## config.mk

```make
export PLATFORM = sky130hd
export DESIGN_NAME = cla_wide_add_seq_flat
export DESIGN_NICKNAME = d
export VERILOG_FILES = /design/src/rtl/cla_pkg.sv /design/src/rtl/cla_wide_add_seq_if.sv /design/src/rtl/cla_wide_add_seq_cla32.sv /design/src/rtl/cla_wide_add_seq.sv /design/src/flat_wrapper.sv
export SDC_FILE = /design/constraint.sdc
export NUM_CORES = 1
export LEC_CHECK = 0
export BUFFER_PORTS_ARGS = -buffer_cell sky130_fd_sc_hd__buf_2
export CELL_PAD_IN_SITES_DETAIL_PLACEMENT = 0
export CELL_PAD_IN_SITES_GLOBAL_PLACEMENT = 1
export CORE_MARGIN = 10
export CORE_UTILIZATION = 41
export CTS_CLUSTER_SIZE = 8
export DETAILED_ROUTE_END_ITERATION = 8
export PLACE_DENSITY_LB_ADDON = 0.1
export SYNTH_ARGS = -nofsm -noshare
export SYNTH_HDL_FRONTEND = slang
export SYNTH_SLANG_ARGS = --single-unit
```

## constraint.sdc

```tcl
create_clock -name clk -period 5.8 [get_ports clk]
set_input_delay 0.58 -clock clk [delete_from_list [all_inputs] [get_ports clk]]
set_output_delay 0.58 -clock clk [all_outputs]
set_load 0.01 [all_outputs]
```

## src/rtl/cla_pkg.sv

```systemverilog
// Shared types and constants for the multi-precision CLA add/subtract sequencer.
package cla_pkg;

    localparam int WORD_W = 32;

    typedef enum logic [1:0] {
        IDLE = 2'd0,
        RUN  = 2'd1,
        DONE = 2'd2
    } state_e;

    // Counter width for indexing n words; never narrower than one bit.
    function automatic int clog2(input int n);
        int r;
        r = 1;
        while ((1 << r) < n) r++;
        return r;
    endfunction

endpackage

```

## src/rtl/cla_wide_add_seq_if.sv

```systemverilog
// Request/result bundle between a wide-arithmetic requester and the sequencer.
interface cla_wide_add_seq_if
    import cla_pkg::*;
#(
    parameter int NWORDS = 4
);
    localparam int W = WORD_W * NWORDS;

    logic         start;
    logic         sub;
    logic         cin;
    logic [W-1:0] a;
    logic [W-1:0] b;
    logic         busy;
    logic         done;
    logic [W-1:0] sum;
    logic         cout;
    logic         ovf;

    modport master (
        output start, sub, cin, a, b,
        input  busy, done, sum, cout, ovf
    );

    modport slave (
        input  start, sub, cin, a, b,
        output busy, done, sum, cout, ovf
    );

endinterface

```

## src/rtl/cla_wide_add_seq_cla32.sv

```systemverilog
// 32-bit carry-lookahead adder: 4-bit lookahead groups chained by group generate/propagate.
module CLA32bit (
    input  logic [31:0] a,
    input  logic [31:0] b,
    input  logic        cin,
    output logic [31:0] sum,
    output logic        cout
);

    logic [31:0] g;
    logic [31:0] p;
    logic [31:0] c;
    logic [7:0]  gg;
    logic [7:0]  gp;
    logic [8:0]  gc;

    assign g = a & b;
    assign p = a ^ b;

    always_comb begin
        gc    = '0;
        c     = '0;
        gg    = '0;
        gp    = '0;
        gc[0] = cin;
        for (int i = 0; i < 8; i++) begin
            gg[i] = g[4*i+3]
                  | (p[4*i+3] & g[4*i+2])
                  | (p[4*i+3] & p[4*i+2] & g[4*i+1])
                  | (p[4*i+3] & p[4*i+2] & p[4*i+1] & g[4*i]);
            gp[i] = &p[4*i +: 4];
            // In-group carries come straight from the group carry-in, not rippled.
            c[4*i]   = gc[i];
            c[4*i+1] = g[4*i] | (p[4*i] & gc[i]);
            c[4*i+2] = g[4*i+1] | (p[4*i+1] & g[4*i]) | (p[4*i+1] & p[4*i] & gc[i]);
            c[4*i+3] = g[4*i+2] | (p[4*i+2] & g[4*i+1])
                     | (p[4*i+2] & p[4*i+1] & g[4*i])
                     | (p[4*i+2] & p[4*i+1] & p[4*i] & gc[i]);
            gc[i+1]  = gg[i] | (gp[i] & gc[i]);
        end
    end

    assign sum  = p ^ c;
    assign cout = gc[8];

endmodule

```

## src/rtl/cla_wide_add_seq.sv

```systemverilog
// Multi-precision add/subtract: one shared CLA32 slice walks the operands LSW first,
// carry registered between words; one result per NWORDS+2 cycles.
module cla_wide_add_seq
    import cla_pkg::*;
#(
    parameter int NWORDS = 4
) (
    input logic               clk,
    input logic               rst,
    cla_wide_add_seq_if.slave bus
);

    localparam int              W      = WORD_W * NWORDS;
    localparam int              KW     = clog2(NWORDS);
    localparam logic [KW-1:0]   K_LAST = KW'(NWORDS - 1);

    state_e          state_q, state_d;
    logic [KW-1:0]   k_q, k_d;
    logic            carry_q, carry_d;
    logic [W-1:0]    a_q, a_d;
    logic [W-1:0]    b_q, b_d;
    logic [W-1:0]    sum_q, sum_d;
    logic            cout_q, cout_d;
    logic            ovf_q, ovf_d;

    logic [WORD_W-1:0] sl_a, sl_b, sl_sum;
    logic              sl_cout;

    assign sl_a = a_q[k_q*WORD_W +: WORD_W];
    assign sl_b = b_q[k_q*WORD_W +: WORD_W];

    CLA32bit u_slice (
        .a    (sl_a),
        .b    (sl_b),
        .cin  (carry_q),
        .sum  (sl_sum),
        .cout (sl_cout)
    );

    always_comb begin
        state_d = state_q;
        k_d     = k_q;
        carry_d = carry_q;
        a_d     = a_q;
        b_d     = b_q;
        sum_d   = sum_q;
        cout_d  = cout_q;
        ovf_d   = ovf_q;
        case (state_q)
            IDLE: begin
                if (bus.start) begin
                    a_d     = bus.a;
                    b_d     = bus.sub ? ~bus.b : bus.b;
                    // cin is already the inverted borrow for subtract, so it feeds the slice as-is.
                    carry_d = bus.cin;
                    k_d     = '0;
                    state_d = RUN;
                end
            end
            RUN: begin
                sum_d[k_q*WORD_W +: WORD_W] = sl_sum;
                carry_d = sl_cout;
                k_d     = k_q + 1'b1;
                if (k_q == K_LAST) begin
                    cout_d  = sl_cout;
                    ovf_d   = (a_q[W-1] == b_q[W-1]) && (sl_sum[WORD_W-1] != a_q[W-1]);
                    k_d     = '0;
                    state_d = DONE;
                end
            end
            DONE:    state_d = IDLE;
            default: state_d = IDLE;
        endcase
    end

    always_ff @(posedge clk) begin
        if (rst) begin
            state_q <= IDLE;
            k_q     <= '0;
            carry_q <= 1'b0;
            a_q     <= '0;
            b_q     <= '0;
            sum_q   <= '0;
            cout_q  <= 1'b0;
            ovf_q   <= 1'b0;
        end else begin
            state_q <= state_d;
            k_q     <= k_d;
            carry_q <= carry_d;
            a_q     <= a_d;
            b_q     <= b_d;
            sum_q   <= sum_d;
            cout_q  <= cout_d;
            ovf_q   <= ovf_d;
        end
    end

    assign bus.busy = (state_q != IDLE);
    assign bus.done = (state_q == DONE);
    assign bus.sum  = sum_q;
    assign bus.cout = cout_q;
    assign bus.ovf  = ovf_q;

endmodule

```

## src/flat_wrapper.sv

```systemverilog
// flat-port wrapper written by rule: the top's interface ports become plain ports
module cla_wide_add_seq_flat import cla_pkg::*;
#(
    parameter int NWORDS = 4
)
  (clk, rst, bus_start, bus_sub, bus_cin, bus_a, bus_b, bus_busy, bus_done, bus_sum, bus_cout, bus_ovf);
  cla_wide_add_seq_if #(.NWORDS(NWORDS)) bus_i ();
  input logic clk;
  input logic rst;
  input wire logic [$bits(bus_i.start)-1:0] bus_start;
  input wire logic [$bits(bus_i.sub)-1:0] bus_sub;
  input wire logic [$bits(bus_i.cin)-1:0] bus_cin;
  input wire logic [$bits(bus_i.a)-1:0] bus_a;
  input wire logic [$bits(bus_i.b)-1:0] bus_b;
  output wire logic [$bits(bus_i.busy)-1:0] bus_busy;
  output wire logic [$bits(bus_i.done)-1:0] bus_done;
  output wire logic [$bits(bus_i.sum)-1:0] bus_sum;
  output wire logic [$bits(bus_i.cout)-1:0] bus_cout;
  output wire logic [$bits(bus_i.ovf)-1:0] bus_ovf;
  assign bus_i.start = bus_start;
  assign bus_i.sub = bus_sub;
  assign bus_i.cin = bus_cin;
  assign bus_i.a = bus_a;
  assign bus_i.b = bus_b;
  assign bus_busy = bus_i.busy;
  assign bus_done = bus_i.done;
  assign bus_sum = bus_i.sum;
  assign bus_cout = bus_i.cout;
  assign bus_ovf = bus_i.ovf;
  cla_wide_add_seq #(.NWORDS(NWORDS)) u_core (.clk(clk), .rst(rst), .bus(bus_i));
endmodule
```

== After elaboration in Yosys (flattened, before gate mapping) ==
Index checks and enable logic that the tools add are counted.

* Add/sub/neg operators: 2
* Multiplexer cells: 10
* Eq/ne operators: 7
* Shift operators: 4
* Reductions and logical operators: 16
* Bitwise logic cells: 204

{| class="wikitable"
|+ Operator list
! kind !! number
|-
| 128-bit by 8-bit indexed part select with 32-bit output || 2
|-
| 128-bit bitwise mux || 1
|-
| 128-bit 2-to-1 mux || 1
|-
| 128-bit inverter || 1
|-
| 32-bit by 34-bit variable shift with 128-bit output, first input constant || 1
|-
| 32-bit by 34-bit indexed part select with 128-bit output || 1
|-
| 1-bit bitwise AND || 120
|-
| 1-bit OR || 80
|-
| 32-bit bitwise XOR || 2
|-
| 7-bit negator with 34-bit output || 1
|-
| 32-bit bitwise AND || 1
|-
| 4-bit AND reduction || 8
|-
| 2-bit 2-to-1 mux || 4
|-
| 2-bit case mux with 2 select lines || 2
|-
| 2-bit AND reduction || 4
|-
| 2-bit == test, second input constant || 2
|-
| 2-bit nonzero test || 2
|-
| 2-bit by 1-bit adder with 2-bit output, second input constant || 1
|-
| 2-bit by 1-bit == test with 1-bit output, second input constant || 1
|-
| 2-bit zero test || 1
|-
| 2-bit by 1-bit != test with 1-bit output, second input constant || 1
|-
| 2-bit != test, second input constant || 1
|-
| 1-bit case mux with 2 select lines || 1
|-
| 1-bit == test || 1
|-
| other kinds (3) || 3
|}

* Bits in registers: 391
* Output and inout bits: 132
* Word-level logic and storage cells: 251

== Logic depth before layout (Yosys ltp) ==
Gate-level depths: netlist (run 1).

* Depth in word-level cells: 24
* Depth in mapped cells: 15

== Cells and area by module ==
From an unflattened synthesis (run 1), not the netlist that was laid out.

* Cells, all modules: 1750
* Area total of the unflattened synthesis: 17200.2 µm²

{| class="wikitable"
|+ By module, submodules not included
! module !! instances !! area each (µm²) !! cells each
|-
| cla_wide_add_seq || 1 || 15830.2 || 1585
|-
| CLA32bit || 1 || 1370.1 || 165
|}

== Worst setup path after synthesis (run 1) ==
No wires, ideal clock.

* Path kind: flip-flop to flip-flop
* Start point: register u_core.k_q[0]
* End point: register u_core.sum_q[109] (netlist: u_core.bus.sum[109])
* Arrival: 4.406 ns
* Path slack: 1.266 ns
* Required time: 5.672 ns
* Buffers on the path: 3
* Period minus slack after synthesis: 4.534 ns
* Cell stages (with the launch flop): 15
* Path through: dfxtp_1 clkbuf_1 buf_1 buf_1 mux4_2 ha_1 and3_1 a221oi_1 nand2_1 a311o_1 a21o_1 fa_1 xor2_1 a22oi_1 nor2_1

* Cells in the longest elaborated chain, start to end: 24

{| class="wikitable"
|+ Ends and longest elaborated chain
! element !! line !! source
|-
| from (decl) || cla_wide_add_seq.sv:18 || <nowiki>logic [KW-1:0] k_q, k_d;</nowiki>
|-
| from (signal assigned) || cla_wide_add_seq.sv:88 || <nowiki>k_q <= k_d;</nowiki>
|-
| 128-bit by 8-bit indexed part select with 32-bit output (on tied branches) || cla_wide_add_seq.sv:29, cla_wide_add_seq.sv:30 ||
|-
| 32-bit bitwise XOR or 32-bit bitwise AND (tied branches) || cla_wide_add_seq_cla32.sv:18, cla_wide_add_seq_cla32.sv:17 ||
|-
| 1-bit bitwise AND (on tied branches) || cla_wide_add_seq_cla32.sv:28, cla_wide_add_seq_cla32.sv:29, cla_wide_add_seq_cla32.sv:30 ||
|-
| 1-bit OR (tied with other cells) || cla_wide_add_seq_cla32.sv:28 || <nowiki>| (p[4*i+3] & g[4*i+2])</nowiki>
|-
| 1-bit OR or 1-bit bitwise AND (tied branches) || cla_wide_add_seq_cla32.sv:29, cla_wide_add_seq_cla32.sv:30 ||
|-
| 1-bit OR || cla_wide_add_seq_cla32.sv:30 || <nowiki>| (p[4*i+3] & p[4*i+2] & p[4*i+1] & g[4*i]);</nowiki>
|-
| 1-bit OR || cla_wide_add_seq_cla32.sv:39 || <nowiki>gc[i+1] = gg[i] | (gp[i] & gc[i]);</nowiki>
|-
| 1-bit bitwise AND || cla_wide_add_seq_cla32.sv:39 ||
|-
| [8 not listed] || - ||
|-
| 1-bit OR || cla_wide_add_seq_cla32.sv:39 ||
|-
| 1-bit bitwise AND || cla_wide_add_seq_cla32.sv:39 ||
|-
| 1-bit OR || cla_wide_add_seq_cla32.sv:39 ||
|-
| 1-bit bitwise AND (on tied branches) || cla_wide_add_seq_cla32.sv:34, cla_wide_add_seq_cla32.sv:35, cla_wide_add_seq_cla32.sv:38 ||
|-
| 1-bit OR (on tied branches) || cla_wide_add_seq_cla32.sv:34, cla_wide_add_seq_cla32.sv:35, cla_wide_add_seq_cla32.sv:38 ||
|-
| 32-bit bitwise XOR || cla_wide_add_seq_cla32.sv:43 || <nowiki>assign sum = p ^ c;</nowiki>
|-
| 32-bit by 34-bit indexed part select with 128-bit output || cla_wide_add_seq.sv:61 || <nowiki>sum_d[k_q*WORD_W +: WORD_W] = sl_sum;</nowiki>
|-
| 128-bit bitwise mux * || cla_wide_add_seq.sv:61 ||
|-
| to (signal assigned) || cla_wide_add_seq.sv:92 || <nowiki>sum_q <= sum_d;</nowiki>
|-
| to (decl) || cla_wide_add_seq.sv:22 || <nowiki>logic [W-1:0] sum_q, sum_d;</nowiki>
|}

Every way passes the cells marked *; elsewhere a longest branch is shown, timed or not.
A chain may end at the register's enable or synchronous reset.

== Worst setup path in the final report (run 1) ==
* Start point: register u_core.k_q[0]
* End point: register u_core.sum_q[45] (netlist: u_core.bus.sum[45])

The elaborated chain is that of the path after synthesis.

==> results.cfg, run 1 <==
[run_status]
status = complete, no violations

[yosys]
synthesis.area_um2 = 17300
synth_cells = 1888
ys_types = 53
synth_warnings = 0
synth-edff-count = 0
synthArstFlopShare = 0
synth_flop_cell = dfxtp_1
synth-seq-area-share = 0.451
synth_nets = 2195
ys_ff_latch = 391
synth.avg_cell_area_um2 = 9.19

[flow_run]
maxCapViolCount = 0

[cells_and_area]
final_util = 0.503
final_cell_mix = 390 x buf_2, 389 x dfxtp_1, 287 x nor2_1
final_common_cell = buf_2
areaGrowthSynthToFinish_pct = 21.3
drive_gt1_frac = 0.253
nFillCells = 4042
design_area_um2 = 21000
nets = 2510
final_cells = 2748

[detailed_routing]
via_per_inst = 5.30
route.met2.wl_um = 24800
drt_pass1_iterations = 5
drt-wirelength-per-cell_um = 20.4
vias = 14600
route.detailed.drc = 0
drt_iter0_drc = 1096
wl_met1_um = 26900
postRouteAntennaNets = 0
wl_um = 56100
dr.max_layer_used = met5
met3WireLength_um = 3260

[global_routing]
grt_util_all_layers = 0.214
grt_pass1_vias = 14800
antenna_found_initial = 4
grt_pass1_wl_um = 86100
grt-ovfl-total = 0
grt_max_degree = 191

[clocking]
cts.clk_slew.worst_paths_ns = 0.05
clockRootBuffer = clkbuf_16
cts_inserted_buffers = 55
cts.repair.resized = 0
cts_tree = done
cts_setup_buffers = 0
cts_htree_levels = 2
hold_buffers = 0
clk_latency_ns = 0.58
clockBufferDepth = 3
clkSinkCount = 391

[worst_setup_path]
slowest_stage = dfxtp_4
crit_required_ns = 6.30
cpPeakStageDelay_ns = 0.78
cp_common_cell = nor2_1
crit_chain = buf_4 -> mux4_2 -> ha_1 -> o21ai_0 -> nor2_1 -> a21oi_1 -> nand2_1 -> a311o_1 -> a21o_1 -> fa_1 -> xor2_1 -> a22oi_1 -> nor2_1
end_kind = flip-flop
criticalPathCategory = reg2reg
arrival_ns = 4.99
worstSetupStartpointType = flip-flop
crit_fanout = 33

[sta]
worst_slew_pin_slew_ns = 1.06
period_needed_ns = 4.49
setup_slack_ns = 1.31
rsz0062_at_grt = false
relSlewSlack = 0.290
clock.fmax_mhz = 223
finalSetupViolCount = 0
setup_tns_ns = 0
fin_crit_sh = 0.774
holdWs_ns = 0.239
skew_ns = 0.0160
final_max_slew_viol_count = 0
finalHoldViolations = 0

[placement]
place_area_um2 = 19600
dpl.cell_count = 2685
place.gp.congestion = 0.802
pre_cts_slack_ns = 1.20
dp_hpwl_um = 41000
io_buffer_count = 392

[hold_path]
hold_class = in2reg

[floorplanning]
core_area_um2 = 41900
rows = 75
die_h_um = 226
dieArea_um2 = 50900
ios = 393
chipWidth_um = 226
start_util = 0.414

[power_and_ir_drop]
ir_drop_mv = 0.170
total_leakage_power_nw = 8.58
powerDensity_nw_per_um2 = 324
total_power_mw = 6.81
==> path summary, 6_finish.rpt <==
kind	from	cells past startpoint	endpoint	slack [ns]
worst max-delay path	u_core.k_q[0]	13	u_core.bus.sum[45]	1.31
worst min register to register	u_core.a_q[18]	2	u_core.a_q[18]	0.45
worst min-delay path	bus_a[122]	3	u_core.a_q[122]	0.24
worst max register to register	u_core.k_q[0]	13	u_core.bus.sum[45]	1.31
==> where the power goes <==
group	internal (mW)	switching, mW	leakage [nW]
combinational	0.418	0.629	4.66
sequential	2.85	0.0931	3.20
clock	1.72	1.10	0.716
total	4.98	1.83	8.58
==> flip-flops by register name, summed over array words and instances, names as in the netlist <==
signal and count:
u_core.bus.cout 1, u_core.bus.ovf 1, u_core.state_q 2, u_core.carry_q 1, u_core.b_q 128, u_core.bus.sum 128, u_core.a_q 128, u_core.k_q 2
==> synthesized netlist by cell type, types with 2 or more instances <==
master    instances  area [um^2]
buf_1            15         56.3
nand3b_1          9         67.6
nand2b_1          8         50.1
a22oi_1         100          751
xor2_1           12          105
nand2_1         274         1030
nand4_1          10         62.6
or3_1             2         12.5
o21ai_0          14         70.1
nor3_1            6         30.0
nand3_1           6         30.0
xnor2_1         137         1200
o21bai_1          2         15.0
and2_1            2         12.5
ha_1             38          475
a21oi_2           2         17.5
nor2_1          290         1090
clkbuf_1        135          507
mux4_2           64         1440
inv_1            17         63.8
or2_2             3         18.8
dfxtp_1         391         7830
a21oi_1         168          841
a21o_1            9         67.6
and3_1            3         18.8
o21ai_2           2         17.5
fa_1              8          160
nor2b_1           5         31.3
a211oi_1        132          991
==> layout make-up <==
| type | instances | area (um^2) | share of cell area |
|---|---|---|---|
| flip-flops and latches | 391 | 7840 | 0.372 |
| inverters | 17 | 63.8 | 0.00303 |
| clock inverters | 1 | 8.76 | 0.000416 |
| multi-input cells | 1327 | 8860 | 0.421 |
| well taps | 539 | 674 | 0.0321 |
| repair buffers | 411 | 2150 | 0.102 |
| diodes | 2 | 5.00 | 0.000238 |
| clock buffers | 60 | 1450 | 0.0688 |
==> critical path, delay by kind of cell, from the launching register on <==
| kind | cells | cell delay, ns |
|---|---|---|
| buffers and inverters | 1 | 0.40 |
| and+or+nand+nor | 3 | 0.35 |
| DFF | 1 | 0.78 |
| AOI/OAI and AO/OA | 5 | 1.18 |
| xor gates and xnor gates | 1 | 0.42 |
| adders and majority gates | 2 | 0.71 |
| muxes | 1 | 0.57 |
==> kinds of logic (layout without fill, tap and decap cells) <==
family	after synthesis	count (layout)	share of synthesized area
DFF	391	391	0.451
xor gates and xnor gates	150	150	0.0762
muxes	64	64	0.0831
buffers and inverters	170	489	0.0395
adders and majority gates	46	46	0.0366
other	0	2	0
and+or+nand+nor	621	621	0.143
AOI/OAI and AO/OA	446	446	0.171
==> per-layer routing <==
| layer | vias to the layer above | track usage |
|---|---|---|
| met5 | - | 0 |
| met4 | 4 | 0.0612 |
| met3 | 74 | 0.0442 |
| met2 | 398 | 0.324 |
| met1 | 6884 | 0.303 |
| li1 | 7205 | - |
(Power assumes the default switching activity.)
==> run 2, diff against run 1 <==
==> constraint.sdc (replaced) <==
create_clock -name clk -period 4.6 [get_ports clk]
set_input_delay 0.46 -clock clk [delete_from_list [all_inputs] [get_ports clk]]
set_output_delay 0.46 -clock clk [all_outputs]
set_load 0.01 [all_outputs]
==> results.cfg, run 2 (synthesis gave the netlist of run 1 again) <==
[worst_setup_path]
crit_required_ns = 5.10
worstSetupStartpointType = flip-flop
arrival_ns = 4.82
end_kind = flip-flop
cpPeakStageDelay_ns = 0.73
crit_fanout = 27
cp_common_cell = a21o_1
crit_chain = buf_4 -> mux4_2 -> ha_1 -> a21o_1 -> a221oi_1 -> nand2_1 -> a311o_1 -> a21o_1 -> fa_1 -> xor2_1 -> a22oi_1 -> nor2_1
criticalPathCategory = reg2reg
slowest_stage = dfxtp_4
path_buf_inv = 1
critical_path.top_delay_family = compound AO/OA/AOI/OAI gates

[cells_and_area]
antenna_cells = 0
nFillCells = 4031
final_cell_mix = 390 x buf_2, 389 x dfxtp_1, 287 x nor2_1
nets = 2513
drive_gt1_frac = 0.254
final_util = 0.504
areaGrowthSynthToFinish_pct = 21.6
final_common_cell = buf_2

[detailed_routing]
wl_um = 55800
drt-wirelength-per-cell_um = 20.3
route.detailed.drc = 0
via_per_inst = 5.33
drt_iter0_drc = 1182
vias = 14700
drt_pass1_iterations = 5
postRouteAntennaNets = 0

[clocking]
clkSinkCount = 391
cts_htree_levels = 2
cts_setup_buffers = 0
hold_buffers = 0
clockRootBuffer = clkbuf_16
clockBufferDepth = 3
cts_inserted_buffers = 54
cts.clk_slew.worst_paths_ns = 0.05
cts_tree = done
clk_latency_ns = 0.58
cts.repair.resized = 0

[global_routing]
grt_max_degree = 148
grt-ovfl-total = 0
grt_pass1_vias = 14700
grt_pass1_wl_um = 85600
grt_util_all_layers = 0.214
antenna_found_initial = 2

[sta]
period_needed_ns = 4.32
relSlewSlack = 0.316
fin_crit_sh = 0.939
rsz0062_at_grt = false
worst_slew_pin_slew_ns = 1.03
clock.fmax_mhz = 232
setup_tns_ns = 0
finalSetupViolCount = 0
skew_ns = 0.0203
final_max_slew_viol_count = 0
finalHoldViolations = 0

[power_and_ir_drop]
ir_drop_mv = 0.215
powerDensity_nw_per_um2 = 405
total_leakage_power_nw = 8.60
switchingPower_mw = 2.28
power_frac_comb = 0.155
p_seq_frac = 0.434
clockPowerShare = 0.412
p_int_mw = 6.27
switching_share = 0.267

[flow_run]
maxCapViolCount = 0

[placement]
dp_hpwl_um = 41000
place.gp.congestion = 0.803
io_buffer_count = 392

[floorplanning]
ios = 393
chipWidth_um = 226
rows = 75
dieArea_um2 = 50900
core_area_um2 = 41900
start_util = 0.414
die_h_um = 226

[hold_path]
hold_class = in2reg

[run_status]
status = complete, no violations
==> run 2: final cells by class <==
cell class,count,area [um^2],share of cell area
Sequential cell,391,7840,0.372
Timing Repair Buffer,415,2230,0.106
Multi-Input combinational cell,1327,8850,0.420
Inverter,17,63.8,0.00303
Clock buffer,59,1430,0.0680
Tap cell,539,674,0.0320
==> run 2: worst min-delay path: stages <==
cell     delay (ns)
buf_2          0.10
nand2_1        0.04
a21oi_1        0.05
==> run 2: metal layers <==
| metal | routed length, um | up-vias | global-route usage |
|---|---|---|---|
| met5 | 32 | - | 0 |
| met4 | 905 | 4 | 0.0545 |
| met3 | 3410 | 64 | 0.0446 |
| met2 | 24800 | 430 | 0.328 |
| met1 | 26600 | 6961 | 0.301 |
| li1 | - | 7200 | - |
==> run 2: through the flow <==
step	setup slack, ns	cells	cell area [um^2]	power (mW)	hold slack, ns
CTS	0.232	2748	21100	8.64	0.0816
finish	0.282	2748	21100	8.54	0.118
floorplan	0.0661	1888	17300	4.62	0.433
detailed placement	0.241	2689	19700	5.10	0.443
global route	0.00762	2748	21100	8.93	0.112
global placement	0.389	2689	19700	5.08	0.440
==> run 2: worst paths after layout <==
check	start	end	slack [ns]	cells past startpoint
worst min-delay path	bus_a[9]	u_core.a_q[9]	0.12	3
worst min register to register	u_core.a_q[67]	u_core.a_q[67]	0.45	2
worst max register to register	u_core.k_q[0]	u_core.bus.sum[13]	0.28	12
worst max-delay path	u_core.k_q[0]	u_core.bus.sum[13]	0.28	12
==> run 2: power by group through the flow <==
stage          combinational, mW  sequential (mW)  clock (mW)
6_report                    1.32             3.70        3.52
5_1_grt                     1.47             3.72        3.73
4_1_cts                     1.33             3.70        3.60
3_5_place_dp                1.33             3.77           0
3_3_place_gp                1.31             3.77           0
2_1_floorplan              0.897             3.73           0
==> run 3, diff against run 2 <==
==> constraint.sdc (replaced) <==
create_clock -name clk -period 4.6 [get_ports clk]
set_input_delay 0.92 -clock clk [delete_from_list [all_inputs] [get_ports clk]]
set_output_delay 0.92 -clock clk [all_outputs]
set_load 0.01 [all_outputs]
==> results.cfg, run 3 (synthesis gave the netlist of run 1 again) <==
[run_status]
status = complete, no violations

[cells_and_area]
nets = 2523
antenna_cells = 0
areaGrowthSynthToFinish_pct = 22.2
final_cells = 2758
drive_gt1_frac = 0.257
nFillCells = 4082
final_cell_mix = 390 x buf_2, 389 x dfxtp_1, 287 x nor2_1
final_common_cell = buf_2

[worst_setup_path]
worstSetupStartpointType = flip-flop
arrival_ns = 4.78
end_kind = flip-flop
crit_required_ns = 5.10
criticalPathCategory = reg2reg
crit_fanout = 17

[detailed_routing]
postRouteAntennaNets = 0
via_per_inst = 5.32
route.detailed.drc = 0
drt-wirelength-per-cell_um = 20.7
wl_um = 57100
drt_pass1_iterations = 5
vias = 14700
drt_iter0_drc = 1169

[clocking]
cts.clk_slew.worst_paths_ns = 0.05
cts_tree = done
clk_latency_ns = 0.58
cts_htree_levels = 2
clockBufferDepth = 3
cts_inserted_buffers = 54
clkSinkCount = 391
clockRootBuffer = clkbuf_16

[floorplanning]
die_h_um = 226
chipWidth_um = 226
rows = 75
ios = 393
start_util = 0.414
dieArea_um2 = 50900
core_area_um2 = 41900

[sta]
fin_crit_sh = 0.932
setup_tns_ns = 0
rsz0062_at_grt = false
relSlewSlack = 0.258
skew_ns = 0.0203
final_max_slew_viol_count = 0
finalSetupViolCount = 0
period_needed_ns = 4.29
clock.fmax_mhz = 233
worst_slew_pin_slew_ns = 1.11
finalHoldViolations = 0

[flow_run]
maxCapViolCount = 0

[power_and_ir_drop]
powerDensity_nw_per_um2 = 406
total_leakage_power_nw = 8.66
ir_drop_mv = 0.267

[global_routing]
grt_max_degree = 158
grt_util_all_layers = 0.215
grt_pass1_wl_um = 85500
antenna_found_initial = 0
grt-ovfl-total = 0
grt_pass1_vias = 14400

[hold_path]
hold_class = reg2reg

[placement]
dpl.cell_count = 2698
io_buffer_count = 392
place.gp.congestion = 0.820
dp_hpwl_um = 42100
run 3: changes by cell type in the layout (fill, tap and decap cells not counted), sizes merged:
cell	before	now
buf	415	425
run 3: per-stage QoR:
stage | cell area (um^2) | hold WS [ns] | setup WS (ns) | power (mW) | util
floorplan | 17300 | 0.433 | 0.0661 | 4.62 | -
global placement | 19700 | 0.440 | 0.313 | 5.10 | 0.472
detailed placement | 19700 | 0.444 | 0.244 | 5.13 | 0.472
CTS | 21200 | 0.451 | 0.245 | 8.68 | 0.506
global route | 21200 | 0.463 | 0.0328 | 8.96 | 0.507
finish | 21200 | 0.451 | 0.312 | 8.60 | 0.507
run 3: worst paths after layout:
kind             startpoint                  to  slack, ns  cells after the start
max           u_core.k_q[0]  u_core.bus.sum[89]       0.31                     13
min          u_core.a_q[97]      u_core.a_q[97]       0.45                      2
max reg2reg   u_core.k_q[0]  u_core.bus.sum[89]       0.31                     13
min reg2reg  u_core.a_q[97]      u_core.a_q[97]       0.45                      2
run 3: report_power, final:
group / switching [mW] / internal [mW]
registers: 0.117 / 3.59
logic: 0.809 / 0.546
clock network: 1.39 / 2.15
total: 2.32 / 6.28
run 3: area by class of cell:
cell class	instances	area, um^2	area share
clock buffers	59	1430	0.0676
multi-input cells	1327	8850	0.418
repair buffers	425	2340	0.110
inverters	17	63.8	0.00301
flip-flops and latches	391	7840	0.370
well taps	539	674	0.0318
run 3: repair_timing:
item                                    in CTS  in global routing
hold buffers                                 0                  0
endpoints found under the hold margin        0                  0
setup buffers                                0                  1
endpoints found under the setup margin       0                  4
resized for setup                            0                  0
run 3: per-layer routing:
metal	routed length [um]	track usage
met5	0	0
met4	1040	0.0588
met3	3520	0.0451
met2	25300	0.325
met1	27300	0.305
run 3: worst max-delay path, cell delays in order, from the launching register on:
cell	delay [ns]
dfxtp_4	0.62
buf_12	0.24
mux4_2	0.53
ha_1	0.39
a21o_1	0.23
a221o_2	0.39
a221oi_2	0.41
o21ai_0	0.12
a21oi_1	0.22
inv_1	0.10
fa_1	0.39
xor2_1	0.33
a22oi_1	0.12
nor2_1	0.11
